==> config.mk <==
export PLATFORM = sky130hd
export DESIGN_NAME = rcc_rtc_src_seq
export DESIGN_NICKNAME = d
export VERILOG_FILES = /design/src/rtl/rcc_rtc_pkg.sv /design/src/rtl/rcc_rtc_src_seq.sv
export SDC_FILE = /design/constraint.sdc
export NUM_CORES = 1
export LEC_CHECK = 0
export CORE_MARGIN = 5
export CORE_UTILIZATION = 45
export DETAILED_ROUTE_END_ITERATION = 12
export GPL_TIMING_DRIVEN = 1
export PLACE_DENSITY = 0.75
export SETUP_SLACK_MARGIN = 0.5
export SLEW_MARGIN = 10
export SYNTH_ARGS = -nofsm -noshare
export SYNTH_HDL_FRONTEND = slang
export SYNTH_SLANG_ARGS = --single-unit
export TNS_END_PERCENT = 50
==> constraint.sdc <==
create_clock -name clk -period 2.07 [get_ports clk]
set_input_delay 0.414 -clock clk [delete_from_list [all_inputs] [get_ports clk]]
set_output_delay 0.414 -clock clk [all_outputs]
set_load 0.05 [all_outputs]
==> src/rtl/rcc_rtc_pkg.sv <==
// Shared encodings for the RTC kernel clock source sequencer.
package rcc_rtc_pkg;

   localparam logic [1:0] RTCSEL_NONE = 2'b00;
   localparam logic [1:0] RTCSEL_LSE  = 2'b01;
   localparam logic [1:0] RTCSEL_LSI  = 2'b10;
   localparam logic [1:0] RTCSEL_HSE  = 2'b11;

   localparam logic [1:0] RSP_OK   = 2'b00;
   localparam logic [1:0] RSP_WP   = 2'b01;
   localparam logic [1:0] RSP_NRDY = 2'b10;

   typedef enum logic [1:0] {
      ST_IDLE,
      ST_GATE_OFF,
      ST_SWITCH,
      ST_ENABLE
   } rtc_state_e;

   function automatic logic src_rdy(input logic [1:0] sel, input logic lse,
                                    input logic lsi, input logic hse);
      logic r;
      r = 1'b0;
      case (sel)
         RTCSEL_LSE: r = lse;
         RTCSEL_LSI: r = lsi;
         RTCSEL_HSE: r = hse;
         default:    r = 1'b0;
      endcase
      return r;
   endfunction

endpackage

==> src/rtl/rcc_rtc_src_seq.sv <==
// RTC kernel clock source sequencer: write-once rtcsel, gate-off-before-switch,
// and automatic LSE->LSI fallback on clock-security failure.
module rcc_rtc_src_seq
   import rcc_rtc_pkg::*;
#(
   parameter int unsigned OFF_CYC    = 4,
   parameter int unsigned SETTLE_CYC = 8
) (
   input  logic       clk,
   input  logic       rst_n,
   input  logic       bdrst,
   input  logic       req_valid,
   input  logic [1:0] req_sel,
   input  logic       req_en,
   output logic       req_ready,
   input  logic       lse_rdy,
   input  logic       lsi_rdy,
   input  logic       hse_rdy,
   input  logic       lsecss_fail,
   output logic [1:0] rtcsel,
   output logic       rtcen,
   output logic       busy,
   output logic       rsp_valid,
   output logic [1:0] rsp_err,
   output logic       css_fb
);

   localparam int unsigned MAX_CYC = (OFF_CYC > SETTLE_CYC) ? OFF_CYC : SETTLE_CYC;
   localparam int unsigned CW      = $clog2(MAX_CYC) + 1;

   rtc_state_e    state, state_n;
   logic [CW-1:0] cnt, cnt_n;
   logic [1:0]    tgt_sel, tgt_sel_n;
   logic          tgt_en, tgt_en_n;
   logic          fb_seq, fb_seq_n;
   logic [1:0]    rtcsel_n, rsp_err_n;
   logic          rtcen_n, css_fb_n, rsp_valid_n;
   logic          fallback_cond;

   assign fallback_cond = (rtcsel == RTCSEL_LSE) & lsecss_fail & ~css_fb;
   assign req_ready     = (state == ST_IDLE) & ~bdrst & ~fallback_cond;
   assign busy          = (state != ST_IDLE);

   always_comb begin
      state_n     = state;
      cnt_n       = cnt;
      tgt_sel_n   = tgt_sel;
      tgt_en_n    = tgt_en;
      fb_seq_n    = fb_seq;
      rtcsel_n    = rtcsel;
      rtcen_n     = rtcen;
      css_fb_n    = css_fb;
      rsp_valid_n = 1'b0;
      rsp_err_n   = rsp_err;
      if (bdrst) begin
         state_n   = ST_IDLE;
         cnt_n     = '0;
         fb_seq_n  = 1'b0;
         rtcsel_n  = RTCSEL_NONE;
         rtcen_n   = 1'b0;
         css_fb_n  = 1'b0;
         rsp_err_n = RSP_OK;
      end else begin
         case (state)
            ST_IDLE: begin
               // Fallback keeps the current enable and ignores write protection.
               if (fallback_cond) begin
                  tgt_sel_n = RTCSEL_LSI;
                  tgt_en_n  = rtcen;
                  fb_seq_n  = 1'b1;
                  rtcen_n   = 1'b0;
                  cnt_n     = CW'(OFF_CYC - 1);
                  state_n   = ST_GATE_OFF;
               end else if (req_valid) begin
                  if (rtcsel != RTCSEL_NONE && req_sel != rtcsel) begin
                     rsp_valid_n = 1'b1;
                     rsp_err_n   = RSP_WP;
                  end else if (req_sel != RTCSEL_NONE &&
                               !src_rdy(req_sel, lse_rdy, lsi_rdy, hse_rdy)) begin
                     rsp_valid_n = 1'b1;
                     rsp_err_n   = RSP_NRDY;
                  end else if (req_sel == rtcsel) begin
                     rtcen_n     = req_en;
                     rsp_valid_n = 1'b1;
                     rsp_err_n   = RSP_OK;
                  end else begin
                     tgt_sel_n = req_sel;
                     tgt_en_n  = req_en;
                     fb_seq_n  = 1'b0;
                     rtcen_n   = 1'b0;
                     cnt_n     = CW'(OFF_CYC - 1);
                     state_n   = ST_GATE_OFF;
                  end
               end
            end
            ST_GATE_OFF: begin
               if (cnt == '0) begin
                  rtcsel_n = tgt_sel;
                  cnt_n    = CW'(SETTLE_CYC - 1);
                  state_n  = ST_SWITCH;
               end else begin
                  cnt_n = cnt - 1'b1;
               end
            end
            ST_SWITCH: begin
               if (cnt == '0) begin
                  rtcen_n = tgt_en;
                  state_n = ST_ENABLE;
                  if (fb_seq) begin
                     css_fb_n = 1'b1;
                  end else begin
                     rsp_valid_n = 1'b1;
                     rsp_err_n   = RSP_OK;
                  end
               end else begin
                  cnt_n = cnt - 1'b1;
               end
            end
            ST_ENABLE: state_n = ST_IDLE;
            default:   state_n = ST_IDLE;
         endcase
      end
   end

   always_ff @(posedge clk or negedge rst_n) begin
      if (!rst_n) begin
         state     <= ST_IDLE;
         cnt       <= '0;
         tgt_sel   <= RTCSEL_NONE;
         tgt_en    <= 1'b0;
         fb_seq    <= 1'b0;
         rtcsel    <= RTCSEL_NONE;
         rtcen     <= 1'b0;
         css_fb    <= 1'b0;
         rsp_valid <= 1'b0;
         rsp_err   <= RSP_OK;
      end else begin
         state     <= state_n;
         cnt       <= cnt_n;
         tgt_sel   <= tgt_sel_n;
         tgt_en    <= tgt_en_n;
         fb_seq    <= fb_seq_n;
         rtcsel    <= rtcsel_n;
         rtcen     <= rtcen_n;
         css_fb    <= css_fb_n;
         rsp_valid <= rsp_valid_n;
         rsp_err   <= rsp_err_n;
      end
   end

endmodule

Yosys cells after proc, flatten, opt, wreduce, memory -nomap -nowiden:

Index checks and enable logic that the tools add are counted.

* register bits: 17
* input port bits: 11

* eq/ne operators: 26
* multiplexer cells: 74
* add/subtract/negate cells: 1
* reductions and logical operators: 25
* bitwise operators: 7

Operators by type and width (number)
* $mux W2: 24
* $mux W1: 36
* $mux W4: 8
* $ne A3 B3 Y1 const B: 9
* $reduce_and A6 Y1: 4
* $reduce_bool A2 Y1: 9
* $ne A4 B4 Y1 const B: 4
* $pmux W4 S3: 1
* $reduce_and A5 Y1: 2
* $eq A2 B2 Y1 const B: 4
* $pmux W2 S4: 1
* $eq A2 B1 Y1 const B: 3
* $ne A2 B2 Y1 const B: 3
* $reduce_bool A3 Y1: 2
* $ne A5 B2 Y1 const B: 1
* $and A1 B1 Y1: 4
* $logic_not A4 Y1: 1
* $pmux W1 S2: 2
* $pmux W2 S2: 1
* $reduce_bool A4 Y1: 1
* $sub A4 B1 Y4 const B: 1
* $not A1 Y1: 3
* $pmux W1 S3: 1
* $reduce_and A3 Y1: 1
* 6 further kinds: 7

Logic depth before layout (Yosys ltp):

Gate-level depths: netlist (run 1).

* depth in word-level cells: 15
* gate-level depth with buffers: 7

Worst setup path after synthesis (run 1):

OpenSTA, ideal clock, no wires.

* kind: register -> register
* start point: reg state[0]
* end point: reg rtcen
* library setup time: 125 ps
* arrival time: 1802 ps
* setup slack: 143 ps
* period minus slack after synthesis: 1927 ps
* data required time: 1945 ps
* stages on the path, launching flop included: 8
* buffers on the path: 0
* path through: dfrtp_1 > inv_1 > ha_1 > inv_1 > nor2_1 > a211o_1 > o21ai_0 > mux2_2

* longest elaborated chain between the ends: 3
* elaborated cells between the ends (all ways): 10
* those cells by class: 5 x eq/ne; 2 x mux; 3 x reduce/logical

Ends and longest elaborated chain
* start: declaration: line rcc_rtc_src_seq.sv:31 `rtc_state_e state, state_n;`
* start signal: assignment: line rcc_rtc_src_seq.sv:138 `state <= state_n;`
* $eq A2 B2 Y1 or $logic_not A2 Y1 (tied branches): line rcc_rtc_src_seq.sv:64 `case (state)`
* $ne A3 B3 Y1 (no line) (tied with other cells)
* $reduce_and A5 Y1 (no line) or $mux W1 (tied branches)
* end signal: assignment: line rcc_rtc_src_seq.sv:144 `rtcen <= rtcen_n;`
* end: declaration: line rcc_rtc_src_seq.sv:21 `output logic rtcen,`

Several ways; a longest one is shown, not always the timed one.
A chain may end at the register's enable or synchronous reset.

Final worst setup path (run 1):

* start point: reg state[1]
* end point: out req_ready

* longest elaborated chain between the ends: 3

Ends and longest elaborated chain
* $logic_not A2 Y1: line rcc_rtc_src_seq.sv:41 `assign req_ready = (state == ST_IDLE) & ~bdrst & ~fallback_cond;`
* $and A1 B1 Y1 (2 in a row): line rcc_rtc_src_seq.sv:41
* end: declaration: line rcc_rtc_src_seq.sv:15 `output logic req_ready,`

Every way passes these cells.

==> results of run 1 <==
==> state kept, by name, summed over array words and instances (netlist names) <==
| register | count |
|---|---|
| cnt | 4 |
| fb_seq | 1 |
| rsp_err | 2 |
| rtcen | 1 |
| rtcsel | 2 |
| css_fb | 1 |
| rsp_valid | 1 |
| tgt_sel | 2 |
| state | 2 |
| tgt_en | 1 |
==> path summary, 6_finish.rpt <==
kind,slack [ps],end
max in group asynchronous,1330,rtcsel[1]
hold reg to reg,520,tgt_sel[1]
min in group clk,520,tgt_sel[1]
setup reg to reg,240,rsp_err[0]
hold / removal,280,rsp_err[0]
setup / recovery,220,req_ready
==> power breakdown <==
group	internal [mW]	switching, mW	leakage [nW]
Combinational	0.892	0.987	0.624
Clock	0.0752	0.110	0.0150
Sequential	0.441	0.0905	0.218
==> logic make-up after synthesis <==
kind of cell	synth area share
AO/OA/AOI/OAI	0.260
buffers and inverters	0.0466
flip-flops	0.360
adder cells (fa/ha/maj)	0.0529
multiplexers	0.0466
AND/OR/NAND/NOR	0.219
XOR/XNOR	0.0148
==> layer usage <==
| layer | track usage | vias to the layer above | wire (um) |
|---|---|---|---|
| li1 | - | 575 | - |
| met1 | 0.247 | 651 | 1710 |
| met2 | 0.341 | 62 | 2090 |
| met3 | 0.0545 | 8 | 357 |
| met4 | 0.0588 | 0 | 80 |
| met5 | 0 | - | 0 |
==> per-stage QoR <==
step	setup slack [ps]	hold WS, ps
2_1_floorplan	300	118
5_1_grt	163	270
4_1_cts	238	274
3_5_place_dp	-237	491
3_3_place_gp	-175	492
6_report	215	275
==> placed cells by master (no fill, tap or decap), drive strengths merged, types with 2 or more instances in the layout <==
master / count
clkdlybuf4s15: 2
buf: 41
a21oi: 12
ha: 5
nor2: 14
nor3: 3
clkdlybuf4s50: 2
clkinvlp: 2
nor2b: 2
nand2: 9
clkbuf: 5
mux2: 3
o31ai: 2
nand2b: 6
nand3: 2
or3b: 2
inv: 5
a21boi: 2
a211oi: 2
o21ai: 9
dfrtp: 17
dlygate4sd2: 9
nor4bb: 2
nor3b: 4
o22a: 2
o41ai: 2
==> what timing repair did <==
item,4_1_cts,5_1_grt
gates resized for setup,40,33
setup endpoints to repair,21,22
pin swaps,11,15
buffers inserted,12,11
cloned,0,0
==> final cells by class <==
class	instances	area, um2
Multi-Input combinational cell	99	912
Fill cell	137	541
Timing Repair Buffer	56	518
Sequential cell	17	432
Tap cell	30	37.5
Inverter	7	33.8
Clock buffer	4	26.3
==> qor.yml, run 1 <==
outcome:
  status: "finished, final reports clean"
worst_setup_path:
  rr_worst_depth: 6
  slowest_delay_ps: 410
  worstPathBufferInverterCount: 3
  path_depth: 6
  critPathKind: "reg2out"
  crit_start: "state[1]"
  path_cells: "inv_2 -> ha_4 -> nand2b_4 -> nand2b_4 -> clkinvlp_4 -> buf_12"
  critPathArrivalTime_ps: 1440
  critical_path_required_ps: 1660
  cp-end-kind: "output port"
  crit_top_cell: "nand2b_4"
  rr_startpoint: "cnt[1]"
  crit_path_top_delay_cell: "dfrtp_1"
  cp-start-kind: "flop"
  critPathMaxFanout: 4
  cp_top_family: "flip-flops"
cts:
  worstSkewPairLatency_ps: 300
  cts_made_buffers: 3
  clock_path_buffers: 2
  cts_max_level: 1
  path_clk_slew_ps: 110
  cts_root_buf: "clkbuf_4"
  tritoncts: "done"
  hold_buffers: 0
  cts_sinks: 17
power_and_ir_drop:
  power_density_nw_per_um2: 1320
  power_mw: 2.60
  p_leak_nw: 0.857
  vdd_drop_max_v: 0.00101
flow_run:
  max_cap_viol_count: 0
global_routing:
  overflow: 0
  track_usage: 0.200
  antenna_found_initial: 0
  grt_pass1_vias: 1200
  grt_pass1_wl_um: 5550
  grt_max_degree: 18
routing:
  drc_errors: 0
  firstDrtPassIters: 4
  wl_um: 4230
  detail_route.wl_per_cell_um: 19.9
  viasPerCell: 6.08
  route.antenna.remaining_nets: 0
  vias: 1296
  first_iter_violations: 64
synth:
  synthTopCellsByArea: "dfrtp_1, ha_1, a21oi_1"
  synth_top_cell_area_share: 0.360
  synth_warnings: 0
  synth_area_per_cell_um2: 9.24
  synth_cells: 128
  ys_top_cells_by_count: "dfrtp_1, nor2_1, a21oi_1"
  synth_edf_count: 0
  ys_types: 43
  syn_area_um2: 1180
  async_reset_ff_frac: 1.00
  ys_seq_area_frac: 0.360
  synth_top_area_cell: "dfrtp_1"
  synth_ff_type: "dfrtp_1"
  ys_ff_latch: 17
  synth.most_common_cell: "dfrtp_1"
  synth_fp_nets: 144
sta:
  max_slew_margin: 0.676
  max_freq_mhz: 539
  final.period_utilization: 0.896
  rsz0062_at_grt: "true"
  hold_violations: 0
  tightest_slew_ps: 488
  period_needed_ps: 1850
  skew_ps: 10.0
  tns_ps: 0
  slew_viol_final: 0
  setup_violations: 0
layout:
  layout-drive-gt1-share: 0.508
  final_cells: 213
  nets: 200
  fin_util: 0.784
  area_growth_pct: 65.7
  fin_area_um2: 1960
  diodes: 0
place:
  dpl.hpwl_um: 2350
  place_area_um2: 1560
  dp.cells: 186
  portBuffers: 19
  gp_congestion: 0.857
floorplanning:
  initial_core_util: 0.473
  die_area_um2: 3750
  core-area_um2: 2500
  die_h_um: 61.3
  die_w_um: 61.3
  ioPinCount: 20
  rows: 18
hold_path:
  min_path_type: "in2async"
No activity file was read; power rests on OpenSTA's default activity.
==> run 2: changes to the inputs <==
clock period = 2.4 ns   (was 2.07 ns; I/O delays follow)
==> qor.yml, run 2 (synthesized netlist as in run 1, its figures left out) <==
global_routing:
  grt_pass1_vias: 1060
  grt_max_degree: 18
  overflow: 0
  grt_pass1_wl_um: 4850
  antenna_found_initial: 0
  track_usage: 0.172
layout:
  regMostFlops: "cnt"
  fin_util: 0.643
  layout-drive-gt1-share: 0.274
  layout_common_cells: "dfrtp_1, nor2_1, buf_4, a21oi_1, nand2_1"
  area_growth_pct: 35.9
  largest_register_ffs: 4
  nets: 174
  diodes: 0
  final_common_cell: "dfrtp_1"
  fin_area_um2: 1610
  final_cells: 187
routing:
  route.met3.wl_um: 119
  drc_errors: 0
  met1_length_um: 1380
  first_iter_violations: 17
  wl_um: 3020
  wl_met2_um: 1530
  viasPerCell: 5.83
  detail_route.wl_per_cell_um: 16.2
  route.antenna.remaining_nets: 0
  vias: 1090
  firstDrtPassIters: 4
  topRoutingLayerUsed: "met3"
worst_setup_path:
  critPathArrivalTime_ps: 1540
  critPathMaxFanout: 5
  crit_path_top_delay_cell: "clkdlybuf4s50_1"
  slowest_delay_ps: 540
  path_cells: "clkdlybuf4s50_1 -> nand4bb_4 -> nand2b_4 -> inv_1 -> buf_12"
  cp-start-kind: "input port"
  cp-end-kind: "output port"
  rrSetupSlack_ps: 500
  critPathKind: "in2out"
  critical_path_required_ps: 1920
power_and_ir_drop:
  vdd_drop_max_v: 0.000714
  p_leak_nw: 0.744
  power_mw: 1.77
  p_sw_frac: 0.470
  p_clk_frac: 0.088
  power_density_nw_per_um2: 1100
  power_frac_comb: 0.646
  internal-power_mw: 0.936
  power.switching_mw: 0.830
  seq_power_share: 0.266
floorplanning:
  rows: 18
  initial_core_util: 0.473
  core-area_um2: 2500
  ioPinCount: 20
  die_area_um2: 3750
  die_w_um: 61.3
  die_h_um: 61.3
sta:
  rsz0062_at_grt: "true"
  hold_ws_ps: 503
  hold_violations: 0
  max_slew_margin: 0.661
  tightest_slew_ps: 508
  period_needed_ps: 2020
  worst_slack_ps: 380
  max_freq_mhz: 495
  slew_viol_final: 0
  skew_ps: 5.42
  tns_ps: 0
  final.period_utilization: 0.842
  setup_violations: 0
place:
  place_area_um2: 1450
  pre_cts_ws_ps: -46.2
  dp.cells: 179
  portBuffers: 19
  gp_congestion: 0.867
  dpl.hpwl_um: 2100
cts:
  worstSkewPairLatency_ps: 290
  cts_max_level: 1
  cts_sinks: 17
  path_clk_slew_ps: 100
  cts_made_buffers: 3
  hold_buffers: 0
  clock_path_buffers: 2
  tritoncts: "done"
  cts_root_buf: "clkbuf_4"
hold_path:
  min_path_type: "in2async"
outcome:
  status: "finished, final reports clean"
flow_run:
  max_cap_viol_count: 0
## run 2: changes by cell type in the layout (fill, tap and decap cells not counted), moves of 3 or more
cell,change
a21oi_1,+3
o21ai_0,+3
dlymetal6s2s_1,+3
clkdlybuf4s50_1,+4
buf_4,-18
buf_6,-8
## run 2: layout make-up
class | count | area [um2]
fill | 198 | 893
multi-input combinational | 99 | 798
sequential | 17 | 428
timing repair buffer | 30 | 285
tap | 30 | 37.5
inverter | 7 | 30.0
clock buffer | 3 | 22.5
clock inverter | 1 | 5.00
## run 2: layer usage
layer	global-route usage	up-vias
met2	0.289	28
li1	-	530
met1	0.232	532
met3	0.0440	0
met5	0	-
met4	0.0186	0
## run 2: critical path: cells and delay by family
| family | cells | cell delay (ps) |
|---|---|---|
| simple gates | 2 | 310 |
| buf+inv | 3 | 750 |
## run 2: power groups by stage
stage                     combinational [mW]  clock (mW)  sequential, mW
after CTS                               1.03       0.163           0.463
after floorplan                        0.603           0           0.552
final                                   1.14       0.156           0.469
after global routing                    1.23       0.175           0.479
after detailed placement               0.983           0           0.468
after global placement                 0.957           0           0.466
## run 2: final timing paths
kind                                   from         end  cells after the start
worst max-delay path            lsecss_fail   req_ready                      5
max in group asynchronous             rst_n   rtcsel[0]                      2
worst max register to register       cnt[0]  rsp_err[1]                      7
worst min register to register   rsp_err[0]  rsp_err[0]                      1
worst min-delay path                  rst_n      cnt[1]                      2
min in group clk                 rsp_err[0]  rsp_err[0]                      1
## run 2: repair_timing
action / 4_1_cts / 5_1_grt
resized for setup: 19 / 17
endpoints found under the setup margin: 19 / 19
endpoints found under the hold margin: 0 / 0
setup buffers: 2 / 2
pin swaps: 5 / 2
